`src/rtl/data_mem_access_unit.sv`:
```
// Load/store unit: one core access at a time over a gnt/rvalid word-wide memory port,
// with byte-lane steering for stores and aligned, extended formatting for loads.
module data_mem_access_unit #(
  parameter int TIMEOUT = 16
) (
  input  logic        clk,
  input  logic        rst_n,
  input  logic        req_valid,
  input  logic        req_we,
  input  logic [2:0]  req_funct3,
  input  logic [31:0] req_addr,
  input  logic [31:0] req_wdata,
  output logic        stall,
  output logic        done,
  output logic        misalign_err,
  output logic [31:0] data_mem_rd,
  output logic        mem_req,
  output logic        mem_we,
  output logic [31:0] mem_addr,
  output logic [31:0] mem_wdata,
  output logic [3:0]  mem_be,
  input  logic        mem_gnt,
  input  logic        mem_rvalid,
  input  logic [31:0] mem_rdata
);

  localparam int CNT_W = $clog2(TIMEOUT + 1);

  typedef enum logic [1:0] {IDLE, REQ, WAIT, DONE} state_t;

  state_t             state, state_nxt;
  logic               we_q;
  logic [2:0]         funct3_q;
  logic [1:0]         off_q;
  logic               err_q;
  logic [CNT_W-1:0]   cnt;
  logic               accept, reject, capture, timeout;

  // Legal funct3 for the direction, and natural alignment of the access size.
  function automatic logic access_ok(input logic we, input logic [2:0] f3, input logic [1:0] a);
    logic ok;
    case (f3)
      3'b000:  ok = 1'b1;
      3'b001:  ok = ~a[0];
      3'b010:  ok = (a == 2'b00);
      3'b100:  ok = ~we;
      3'b101:  ok = ~we & ~a[0];
      default: ok = 1'b0;
    endcase
    return ok;
  endfunction

  function automatic logic [31:0] load_fmt(input logic [2:0] f3, input logic [1:0] off,
                                           input logic [31:0] rdata);
    logic signed [7:0]  b;
    logic signed [15:0] h;
    logic [31:0]        r;
    b = rdata[{off, 3'b000} +: 8];
    h = off[1] ? rdata[31:16] : rdata[15:0];
    case (f3)
      3'b000:  r = {{24{b[7]}}, b};
      3'b100:  r = {24'b0, b};
      3'b001:  r = {{16{h[15]}}, h};
      3'b101:  r = {16'b0, h};
      default: r = rdata;
    endcase
    return r;
  endfunction

  function automatic logic [31:0] store_lanes(input logic [1:0] size, input logic [31:0] d);
    logic [31:0] w;
    case (size)
      2'b00:   w = {4{d[7:0]}};
      2'b01:   w = {2{d[15:0]}};
      default: w = d;
    endcase
    return w;
  endfunction

  function automatic logic [3:0] store_be(input logic [1:0] size, input logic [1:0] off);
    logic [3:0] be;
    case (size)
      2'b00:   be = 4'b0001 << off;
      2'b01:   be = 4'b0011 << off;
      default: be = 4'b1111;
    endcase
    return be;
  endfunction

  always_comb begin
    state_nxt    = state;
    stall        = 1'b0;
    done         = 1'b0;
    misalign_err = 1'b0;
    mem_req      = 1'b0;
    accept       = 1'b0;
    reject       = 1'b0;
    capture      = 1'b0;
    timeout      = 1'b0;
    case (state)
      IDLE: begin
        stall = req_valid;
        if (req_valid) begin
          if (access_ok(req_we, req_funct3, req_addr[1:0])) begin
            accept    = 1'b1;
            state_nxt = REQ;
          end else begin
            reject    = 1'b1;
            state_nxt = DONE;
          end
        end
      end
      REQ: begin
        stall   = 1'b1;
        mem_req = 1'b1;
        if (mem_gnt) begin
          if (mem_rvalid) begin
            capture   = 1'b1;
            state_nxt = DONE;
          end else begin
            state_nxt = WAIT;
          end
        end
      end
      WAIT: begin
        stall = 1'b1;
        if (mem_rvalid) begin
          capture   = 1'b1;
          state_nxt = DONE;
        end else if (cnt == CNT_W'(TIMEOUT - 1)) begin
          timeout   = 1'b1;
          state_nxt = DONE;
        end
      end
      DONE: begin
        done         = 1'b1;
        misalign_err = err_q;
        state_nxt    = IDLE;
      end
      default: state_nxt = IDLE;
    endcase
  end

  always_ff @(posedge clk) begin
    if (!rst_n) begin
      state       <= IDLE;
      we_q        <= 1'b0;
      funct3_q    <= 3'b0;
      off_q       <= 2'b0;
      err_q       <= 1'b0;
      cnt         <= '0;
      data_mem_rd <= '0;
      mem_we      <= 1'b0;
      mem_addr    <= '0;
      mem_wdata   <= '0;
      mem_be      <= '0;
    end else begin
      state <= state_nxt;
      if (accept) begin
        we_q      <= req_we;
        funct3_q  <= req_funct3;
        off_q     <= req_addr[1:0];
        err_q     <= 1'b0;
        mem_we    <= req_we;
        mem_addr  <= {req_addr[31:2], 2'b00};
        mem_wdata <= req_we ? store_lanes(req_funct3[1:0], req_wdata) : 32'b0;
        mem_be    <= req_we ? store_be(req_funct3[1:0], req_addr[1:0]) : 4'b1111;
      end
      if (reject) err_q <= 1'b1;
      // The wait counter is cleared while the request is outstanding so WAIT starts at 0.
      if (state == REQ)       cnt <= '0;
      else if (state == WAIT) cnt <= cnt + CNT_W'(1);
      if (capture && !we_q) data_mem_rd <= load_fmt(funct3_q, off_q, mem_rdata);
      if (timeout) begin
        err_q       <= 1'b1;
        data_mem_rd <= '0;
      end
    end
  end

endmodule

```
`config.mk`:
```
export PLATFORM = sky130hd
export DESIGN_NAME = data_mem_access_unit
export DESIGN_NICKNAME = d
export VERILOG_FILES = /design/src/rtl/data_mem_access_unit.sv
export SDC_FILE = /design/constraint.sdc
export NUM_CORES = 1
export LEC_CHECK = 0
export BUFFER_PORTS_ARGS = -buffer_cell sky130_fd_sc_hd__buf_2
export CORE_UTILIZATION = 52
export CTS_BUF_LIST = sky130_fd_sc_hd__clkbuf_8 sky130_fd_sc_hd__clkbuf_16
export CTS_CLUSTER_DIAMETER = 40
export CTS_CLUSTER_SIZE = 8
export DETAILED_ROUTE_END_ITERATION = 16
export GPL_TIMING_DRIVEN = 0
export PLACE_DENSITY_LB_ADDON = 0.08
export SKIP_CTS_REPAIR_TIMING = 1
export SLEW_MARGIN = 20
export SYNTH_ARGS = -nofsm -noshare
export SYNTH_HDL_FRONTEND = slang
export SYNTH_SLANG_ARGS = --single-unit
```
`constraint.sdc`:
```
create_clock -name clk -period 6.2 [get_ports clk]
set_input_delay 1.55 -clock clk [delete_from_list [all_inputs] [get_ports clk]]
set_output_delay 1.55 -clock clk [all_outputs]
set_load 0.03 [all_outputs]
```
==> impl_metrics.env <==
export IMPL_p_total_mw=1.96
export IMPL_ys_types=50
export IMPL_holdWs_ps=457
export IMPL_ys_seq_area_share_pct=43.1
export IMPL_fp_coreArea_um2=9730
export IMPL_cts_sinks=112
export IMPL_gp_congestion=0.887
export IMPL_die_area_um2=10400
export IMPL_worstSetupPathType="in2out"
export IMPL_status="complete, no violations"
export IMPL_cts_tree="yes"
export IMPL_cts_buffers=9
export IMPL_first_global_vias=4921
export IMPL_p_switching_mw=0.744
export IMPL_synth_async_sr_flop_share_pct=0
export IMPL_holdCritStartpoint="mem_be[3]$_SDFFE_PN0P_"
export IMPL_synth_cells=624
export IMPL_grtUsageTotal_pct=28.7
export IMPL_period_minus_slack_ps=3570
export IMPL_finalCritPeriodShare_pct=57.6
export IMPL_p_comb_share_pct=33.5
export IMPL_cp_arrival_ps=2020
export IMPL_regToRegSetupSlack_ps=3760
export IMPL_antenna_found_initial=0
export IMPL_rsz0062_at_grt="no"
export IMPL_layout_nets=954
export IMPL_cts_root_buf="clkbuf_8"
export IMPL_clk_latency_ps=380
export IMPL_dr_pass1_iters=4
export IMPL_synth_seq_cells=112
export IMPL_hold_depth=2
export IMPL_powerDensity_nw_per_um2=297
export IMPL_vias=5325
export IMPL_swShare_pct=37.9
export IMPL_tightest_slew_ps=913
export IMPL_pwr_share_seq_pct=43.5
export IMPL_wl_um=14900
export IMPL_io_pins=210
export IMPL_portBuffers=206
export IMPL_tns_ps=0
export IMPL_p_clk_share_pct=23.0
export IMPL_maxSlewViolCount=0
export IMPL_diodes=0
export IMPL_cap_violations=0
export IMPL_drt_antenna_violating_nets=0
export IMPL_gr_total_overflow=0
export IMPL_cp_max_fo=4
export IMPL_dp_hpwl_um=11600
export IMPL_critPathLaunchType="input port"
export IMPL_stdcell_area_um2=6600
export IMPL_h_tree_depth=3
export IMPL_clkTransAtPathRegs_ps=100
export IMPL_skew_ps=14.8
export IMPL_synth_flop_cell="dfxtp_1"
export IMPL_slew_headroom_pct=38.9
export IMPL_remaining_drc_errors=0
export IMPL_r2r_start="state[0]$_SDFFE_PN0P_"
export IMPL_area_growth_pct=27.0
export IMPL_cp_required_ps=4650
export IMPL_syn_area_per_cell_um2=8.33
export IMPL_synth_area_um2=5200
export IMPL_vias_per_cell=5.43
export IMPL_grt_pass1_wl_um=23400
export IMPL_clock_path_buffers=2
export IMPL_chipHeight_um=102
export IMPL_setup_viol=0
export IMPL_start_util_pct=53.4
export IMPL_avgRoutedWirePerCell_um=15.2
export IMPL_r2r_cells=8
export IMPL_placed_cell_area_um2=6400
export IMPL_nFillCells=867
export IMPL_worstReg2RegEnd="data_mem_rd[9]$_SDFFE_PP0P_"
export IMPL_synth_edf_count=0
export IMPL_clock_fmax_mhz=280
export IMPL_intPower_mw=1.22
export IMPL_fp_dieW_um=102
export IMPL_startpoint="req_valid"
export IMPL_drt_iter0_markers=191
export IMPL_synth_warnings=0
export IMPL_endpoint="stall"
export IMPL_leakagePower_nw=2.92
export IMPL_end_kind="output port"
export IMPL_hold_viol_final=0
export IMPL_rows=36
export IMPL_worstHoldPathType="reg2reg"
export IMPL_ir_worst_vdd_v=0.000126
export IMPL_grt_max_degree=20
export IMPL_drive_above_1_share_pct=30.9
-- worst max-delay path, stage by stage --
cell,delay [ps]
buf_2,120
a21oi_1,130
nor2_1,50
buf_2,180
-- kinds of logic after synthesis --
kind of cell	count (synthesis)	synth area share, %
simple gates	225	19.8
compound gates	169	19.9
flops	112	43.1
buf+inv	65	6.62
mux	42	8.35
fa+ha+maj	7	1.68
xor+xnor	3	0.505
other cells	1	0.0721
-- cell type report --
cell class	instances	area [µm²]	area share, %
timing repair buffer	206	1030	15.6
inverter	9	33.8	0.512
buffer	56	310	4.70
multi-input combinational	448	2620	39.6
clock inverter	7	78.8	1.19
sequential	112	2240	34.0
clock buffer	9	124	1.88
tap	133	166	2.52
-- cell usage in the layout (no fill, tap or decap), types with 2 or more instances in the layout --
cell type  synthesis  final
a2111oi_0          7      7
a211oi_1           6      6
a21oi_1           76     76
a21oi_2            2      2
a221oi_1           2      2
a31o_2             6      6
a31oi_1            3      3
and2_1             3      3
buf_1              5      5
buf_2             14    220
buf_4              2      2
buf_6             10     10
clkbuf_1          25     25
clkbuf_8           0      9
conb_1             1      2
dfxtp_1          112    112
ha_1               7      7
inv_1              9     10
inv_6              0      2
mux2i_1           40     40
nand2_1          102    102
nand2b_1           4      4
nand3_1           44     44
nand3b_1           2      2
nor2_1            34     34
nor2b_1           10     10
nor3_1            11     11
nor3b_1            8      8
o21a_1             2      2
o21ai_0           23     23
o21ai_1            9      9
o31ai_1           24     24
xor2_1             2      2
-- worst min-delay path by stage --
| stage | slack, ps | endpoint |
|---|---|---|
| 3_3_place_gp | 440 | mem_addr[8]$_SDFFE_PN0P_ |
| 5_1_grt | 480 | mem_addr[30]$_SDFFE_PN0P_ |
| 3_5_place_dp | 450 | mem_be[3]$_SDFFE_PN0P_ |
| 2_1_floorplan | 450 | funct3_q[2]$_SDFFE_PN0P_ |
| 6_report | 460 | mem_be[3]$_SDFFE_PN0P_ |
| 4_1_cts | 460 | mem_be[3]$_SDFFE_PN0P_ |
-- registers in the layout (all words and copies together) (netlist names) --
name         flops
mem_be           4
funct3_q         3
err_q            1
data_mem_rd     32
mem_addr        30
off_q            2
cnt              5
we_q             1
state            2
mem_wdata       32
-- per-stage QoR --
step / setup WS [ps] / std cells / util [%]
floorplan: 2650 / 625 / -
global placement: 2640 / 964 / 65.8
detailed placement: 2630 / 964 / 65.8
CTS: 2630 / 980 / 67.9
global route: 2610 / 980 / 67.9
finish: 2630 / 980 / 67.9
-- synth_stat cells, types with 2 or more instances --
cell / number / share of area (%)
dfxtp_1: 112 / 43
ha_1: 7 / 1.7
buf_1: 5 / 0.36
o21a_1: 2 / 0.29
nor3_1: 11 / 1.1
a211oi_1: 6 / 0.87
nor2b_1: 10 / 1.2
xor2_1: 2 / 0.34
nand2_1: 102 / 7.4
a21oi_2: 2 / 0.34
and2_1: 3 / 0.36
buf_6: 10 / 2.2
inv_1: 9 / 0.65
a31oi_1: 3 / 0.36
a21oi_1: 76 / 7.3
o21ai_0: 23 / 2.2
a31o_2: 6 / 1.0
o31ai_1: 24 / 3.5
nor2_1: 34 / 2.5
a2111oi_0: 7 / 1.2
clkbuf_1: 25 / 1.8
buf_4: 2 / 0.29
a221oi_1: 2 / 0.34
buf_2: 14 / 1.3
nor3b_1: 8 / 1.2
nand2b_1: 4 / 0.48
nand3_1: 44 / 4.2
mux2i_1: 40 / 7.7
nand3b_1: 2 / 0.29
o21ai_1: 9 / 0.87
-- layer usage --
metal  vias up  track usage [%]  part of all wire, %
li1       2623                -                    -
met1      2462             35.2                   42
met2       215             48.8                   48
met3        25             6.98                  7.7
met4         0             10.8                  2.2
met5         -                0                    0
-- power by group through the flow --
| stage | logic [mW] | registers, mW | clock network [mW] |
|---|---|---|---|
| 2_1_floorplan | 0.320 | 1.00 | 0 |
| 3_3_place_gp | 0.640 | 0.864 | 0 |
| 3_5_place_dp | 0.657 | 0.868 | 0 |
| 4_1_cts | 0.660 | 0.852 | 0.458 |
| 5_1_grt | 0.718 | 0.863 | 0.492 |
| 6_report | 0.659 | 0.853 | 0.451 |
No activity file was read; power rests on OpenSTA's default activity.
